`config.mk`:
```
export PLATFORM = sky130hd
export DESIGN_NAME = sprite_capture_packer
export DESIGN_NICKNAME = d
export VERILOG_FILES = /design/src/rtl/sprite_capture_packer.sv
export SDC_FILE = /design/constraint.sdc
export NUM_CORES = 1
export LEC_CHECK = 0
export CORE_UTILIZATION = 25
export DETAILED_ROUTE_END_ITERATION = 8
export HOLD_SLACK_MARGIN = 0.15
export PLACE_DENSITY_LB_ADDON = 0.05
export SLEW_MARGIN = 0
export SYNTH_ARGS = -nofsm -noshare
export SYNTH_HDL_FRONTEND = slang
export SYNTH_SLANG_ARGS = --single-unit
```
`constraint.sdc`:
```
create_clock -name clk -period 3.68 [get_ports clk]
set_input_delay 0.92 -clock clk [delete_from_list [all_inputs] [get_ports clk]]
set_output_delay 0.92 -clock clk [all_outputs]
set_load 0.05 [all_outputs]
```
`src/rtl/sprite_capture_packer.sv`:
```
// Captures a 16x16 window from the camera pixel stream, thresholds it to 1 bpp and
// writes it as 32 packed bytes into one slot of the sprite RAM.
module sprite_capture_packer #(
  parameter int unsigned WIN_X0 = 32,
  parameter int unsigned WIN_Y0 = 24,
  parameter int unsigned THRESH = 30
) (
  input  logic        clk,
  input  logic        rst_n,
  input  logic        arm_i,
  input  logic [2:0]  slot_i,
  input  logic        frame_start_i,
  input  logic        pix_valid_i,
  input  logic [6:0]  pix_x_i,
  input  logic [5:0]  pix_y_i,
  input  logic [11:0] pix_rgb_i,
  output logic        wr_en_o,
  output logic [7:0]  wr_addr_o,
  output logic [7:0]  wr_data_o,
  output logic        busy_o,
  output logic        done_o
);

  localparam logic [6:0] X_LO = 7'(WIN_X0);
  localparam logic [6:0] X_HI = 7'(WIN_X0 + 15);
  localparam logic [5:0] Y_LO = 6'(WIN_Y0);
  localparam logic [5:0] Y_HI = 6'(WIN_Y0 + 15);
  localparam logic [5:0] TH   = 6'(THRESH);

  typedef enum logic [1:0] {S_IDLE, S_WAIT, S_CAPTURE, S_DONE} state_e;

  state_e      state_q, state_d;
  logic [2:0]  slot_q, slot_d;
  logic [7:0]  pack_q, pack_d;
  logic        wr_en_q, wr_en_d;
  logic [7:0]  wr_addr_q, wr_addr_d;
  logic [7:0]  wr_data_q, wr_data_d;
  logic        busy_q, busy_d;
  logic        done_q, done_d;

  logic [5:0]  lum;
  logic        pix_on;
  logic        hit;
  logic [3:0]  col;
  logic [3:0]  row;
  logic        cap_hit;
  logic        last_hit;

  // Pixel datapath: luma threshold and window position
  always_comb begin
    lum      = 6'(pix_rgb_i[11:8]) + 6'({pix_rgb_i[7:4], 1'b0}) + 6'(pix_rgb_i[3:0]);
    pix_on   = (lum >= TH);
    hit      = pix_valid_i && (pix_x_i >= X_LO) && (pix_x_i <= X_HI)
               && (pix_y_i >= Y_LO) && (pix_y_i <= Y_HI);
    col      = 4'(pix_x_i - X_LO);
    row      = 4'(pix_y_i - Y_LO);
    // A frame_start in CAPTURE restarts the frame, so that cycle's pixel is dropped
    cap_hit  = (state_q == S_CAPTURE) && !frame_start_i && hit;
    last_hit = cap_hit && (row == 4'd15) && (col == 4'd15);
  end

  // State register
  always_ff @(posedge clk or negedge rst_n) begin
    if (!rst_n) state_q <= S_IDLE;
    else        state_q <= state_d;
  end

  // Next-state logic
  always_comb begin
    state_d = state_q;
    case (state_q)
      S_IDLE:    if (arm_i) state_d = S_WAIT;
      S_WAIT:    if (frame_start_i) state_d = S_CAPTURE;
      S_CAPTURE: if (last_hit) state_d = S_DONE;
      S_DONE:    state_d = S_IDLE;
      default:   state_d = S_IDLE;
    endcase
  end

  // Output / datapath next values
  always_comb begin
    slot_d    = slot_q;
    pack_d    = pack_q;
    wr_en_d   = 1'b0;
    wr_addr_d = wr_addr_q;
    wr_data_d = wr_data_q;
    done_d    = (state_q == S_DONE);
    busy_d    = (state_d == S_WAIT) || (state_d == S_CAPTURE);

    if ((state_q == S_IDLE) && arm_i) slot_d = slot_i;
    if (((state_q == S_WAIT) || (state_q == S_CAPTURE)) && frame_start_i) pack_d = 8'h00;

    if (cap_hit) begin
      pack_d[col[2:0]] = pix_on;
      if (col[2:0] == 3'd7) begin
        wr_en_d   = 1'b1;
        wr_addr_d = {slot_q, row, col[3]};
        wr_data_d = {pix_on, pack_q[6:0]};
        pack_d    = 8'h00;
      end
    end
  end

  // Output and datapath registers
  always_ff @(posedge clk or negedge rst_n) begin
    if (!rst_n) begin
      slot_q    <= 3'd0;
      pack_q    <= 8'h00;
      wr_en_q   <= 1'b0;
      wr_addr_q <= 8'h00;
      wr_data_q <= 8'h00;
      busy_q    <= 1'b0;
      done_q    <= 1'b0;
    end else begin
      slot_q    <= slot_d;
      pack_q    <= pack_d;
      wr_en_q   <= wr_en_d;
      wr_addr_q <= wr_addr_d;
      wr_data_q <= wr_data_d;
      busy_q    <= busy_d;
      done_q    <= done_d;
    end
  end

  assign wr_en_o   = wr_en_q;
  assign wr_addr_o = wr_addr_q;
  assign wr_data_o = wr_data_q;
  assign busy_o    = busy_q;
  assign done_o    = done_q;

endmodule

```
==> results.md <==
* Worst-Margin Slew at 697.1 ps
* Total power after layout at 0.0009885 W
* Relative slew slack at 52.32%
* Fmax at 294.5 MHz
* Worst setup EP type: flop
* Fillers at between 600 and 700
* Post-synth EDFFs at 0
* Die area at 7504 um2
* Reg2Reg Depth at 6
* Min-Delay Startpoint: slot_q[0]$_DFFE_PN0P_
* Die height at 86.63 um
* Synth top cells by count: dfrtp_1, mux2_2, ha_1
* Max clock buf depth at 2
* Critical setup path kind: input pin to flop
* CP startpoint: pix_rgb_i[1]
* Mapped Cells at 152
* RSZ-0062 raised after global routing: no
* DRC violations left at 0
* Setup violators final at 0
* Flops & latches, synth at 31
* Most area-consuming cells after synthesis: dfrtp_1, mux2_2, ha_1
* Vias in the first global route at 1505
* Worst Hold Class: flop to flop
* Mapped Area at between 1500 and 2000 um2
* CP startpoint kind: input pin
* Max VDD drop at 0.1519 mV
* Row cnt at 30
* Antenna Nets Post-Route at 0
* Worst R2R Start: state_q[0]$_DFF_PN0_
* Syn_nets at 200
* Worst-path maximum fanout at 8
* WP data required at 3830 ps
* Antenna diodes at 0
* I/O Buffers at 51
* Clock transition at the registers of the reported paths at around 60 ps
* GRT Total Usage at 12.42%
* Hold path cells at 1
* Synth async-reset ratio at 100.0%
* Share of the synthesized area in the top cell type at 43.33%
* Post-CTS Setup Inserts at 0
* R2r setup slk at 1440 ps
* Detailed placement HPWL at approximately 3300 um
* Pleak at 1.080 nW
* Initial core utilization at 26.07%
* Gr ovfl total at 0
* TNS Setup at 0 ps
* Clock Skew at about 3.0 ps
* Hold-fix buffers, CTS at 0
* Hold Fails Final Rpt at 0
* Post-layout minimum cycle time at 3396 ps
* Total wire length at 4314 um
* Syn. warnings at 0
* Top-count cell post-synth: dfrtp_1
* Layout cells sized above 1 at 15.71%
* Post_cts resized at 0
* DR vias at 1436
* I/O pin count at 52
* Cell taking the most area after synthesis: dfrtp_1
* Clk sink count at 31
* Hold EP: wr_addr_o[5]$_DFFE_PN0P_
* Core box area at 6869 um2
* First-pass GRT wire length at 7113 um
* Max Slew Vio Count at 0
* Sequential-to-total area share from yosys stat at 43.33%
* Clk_lat worst skew at 280 ps
* Crit share post-route at 92.27%
* TritonCTS buffer count at 5
* TritonCTS clock tree: yes
* Status: completed
* GPL Wtd Cong at approximately 0.74
* Initial antenna violation count at 0
* DR iter-0 viols at 36
* Pin count of the biggest net entering global routing at 32
* Final WS setup at 284.3 ps
* Unique masters post-synth at 46
* Die span in x at roughly 87 um
* Dpl ws at -31.08 ps
* Ys flop type: dfrtp_1
* Vias per inst at approximately 4.7
* WL per Instance at 14.10 um
* Nets at around 260
* Router iterations before antenna repair at 4
* Htree depth at 2
* CTS root buf: clkbuf_8
* Mean Syn Cell Area at 11.78 um2
* P per Cell Area at 392.8 nW/um2
* MaxCap Viol Count at 0
* RR Endpoint: busy_o$_DFF_PN0_
* Area Overhead vs Synth at 40.53%
* Worst EP arrival at ~3600 ps
-- report_power, final --
| part | total, W | internal, W | switching [W] |
|---|---|---|---|
| registers | 0.000395 | 0.000375 | 0.0000195 |
| clock network | 0.000267 | 0.000146 | 0.000121 |
| logic | 0.000326 | 0.000145 | 0.000182 |
| total | 0.000988 | 0.000667 | 0.000322 |
-- kinds of logic after synthesis --
family                     count (synthesis)  synth area share [%]
AOI/OAI and AO/OA                         32                 15.17
adders and majority gates                 15                 12.16
buffers and inverters                     15                 3.564
and+or+nand+nor                           38                 12.86
DFF                                       31                 43.33
muxes                                     20                 12.44
xor gates and xnor gates                   1                0.4893
-- layer usage --
| metal | share of wire, % | wire [um] | global-route usage, % |
|---|---|---|---|
| met1 | 43 | 1873 | 15.46 |
| met2 | 50 | 2149 | 19.91 |
| met3 | 5.0 | 217 | 3.619 |
| met4 | 1.7 | 74 | 5.606 |
| met5 | 0 | 0 | 0 |
-- worst max path at each step --
stage                                     endpoint  slack, ps  cells past startpoint
after CTS                      pack_q[3]$_DFF_PN0_        270                     11
final                          pack_q[3]$_DFF_PN0_        280                     11
after global routing           pack_q[3]$_DFF_PN0_        110                     11
after global placement         pack_q[0]$_DFF_PN0_         90                     11
after floorplan           wr_data_o[7]$_DFFE_PN0P_        360                      9
after detailed placement       pack_q[3]$_DFF_PN0_        -30                     11
-- state kept, by name, indices dropped and copies added (netlist names) --
signal and flops:
done_o 1, wr_en_o 1, wr_data_o 8, state_q 2
slot_q 3, wr_addr_o 8, busy_o 1, pack_q 7
-- area by class of cell --
type	count	area [um2]	area share [%]
clock buffer	6	82.58	3.282
clock inverter	1	5.005	0.1989
inverter	11	41.29	1.641
multi-input combinational	106	950.9	37.79
sequential	31	775.7	30.83
tap	96	120.1	4.774
timing repair buffer	55	540.5	21.48
-- cell usage in the layout, fill, tap and decap left out, types with 2 or more instances in the layout --
| cell type | synthesis | layout |
|---|---|---|
| nor3_1 | 2 | 2 |
| a31oi_1 | 2 | 2 |
| a2111oi_0 | 3 | 3 |
| nand2_1 | 7 | 7 |
| nor2b_1 | 2 | 2 |
| clkbuf_8 | 0 | 6 |
| a21oi_1 | 2 | 2 |
| fa_1 | 4 | 4 |
| o211ai_1 | 3 | 3 |
| a211o_1 | 2 | 2 |
| o41ai_1 | 5 | 5 |
| nor4b_1 | 2 | 2 |
| ha_1 | 11 | 11 |
| mux2_2 | 18 | 18 |
| nor2_1 | 6 | 6 |
| o2111ai_1 | 2 | 2 |
| o21bai_1 | 2 | 2 |
| dfrtp_1 | 31 | 31 |
| mux2i_1 | 2 | 2 |
| and2_1 | 3 | 3 |
| clkdlybuf4s50_1 | 0 | 51 |
| nand3_1 | 5 | 5 |
| inv_1 | 10 | 10 |
| buf_4 | 0 | 4 |
| nand2b_1 | 2 | 2 |
-- worst max-delay path, cell delays in order --
cell	delay (ps)
clkdlybuf4s50_1	460
inv_1	50
fa_1	530
inv_1	40
ha_1	210
fa_1	400
xor2_1	150
and3_1	170
a311oi_1	80
buf_4	180
o41ai_1	350
-- through the flow --
step	cell area (um2)	util [%]	std cells	hold slack [ps]
finish	2516	36.63	306	502.6
global route	2516	36.63	306	523.8
CTS	2516	36.63	306	507.3
detailed placement	2429	35.36	299	491.9
global placement	2429	35.36	299	483.0
floorplan	1790	-	152	470.4
No activity file was read; power rests on OpenSTA's default activity.
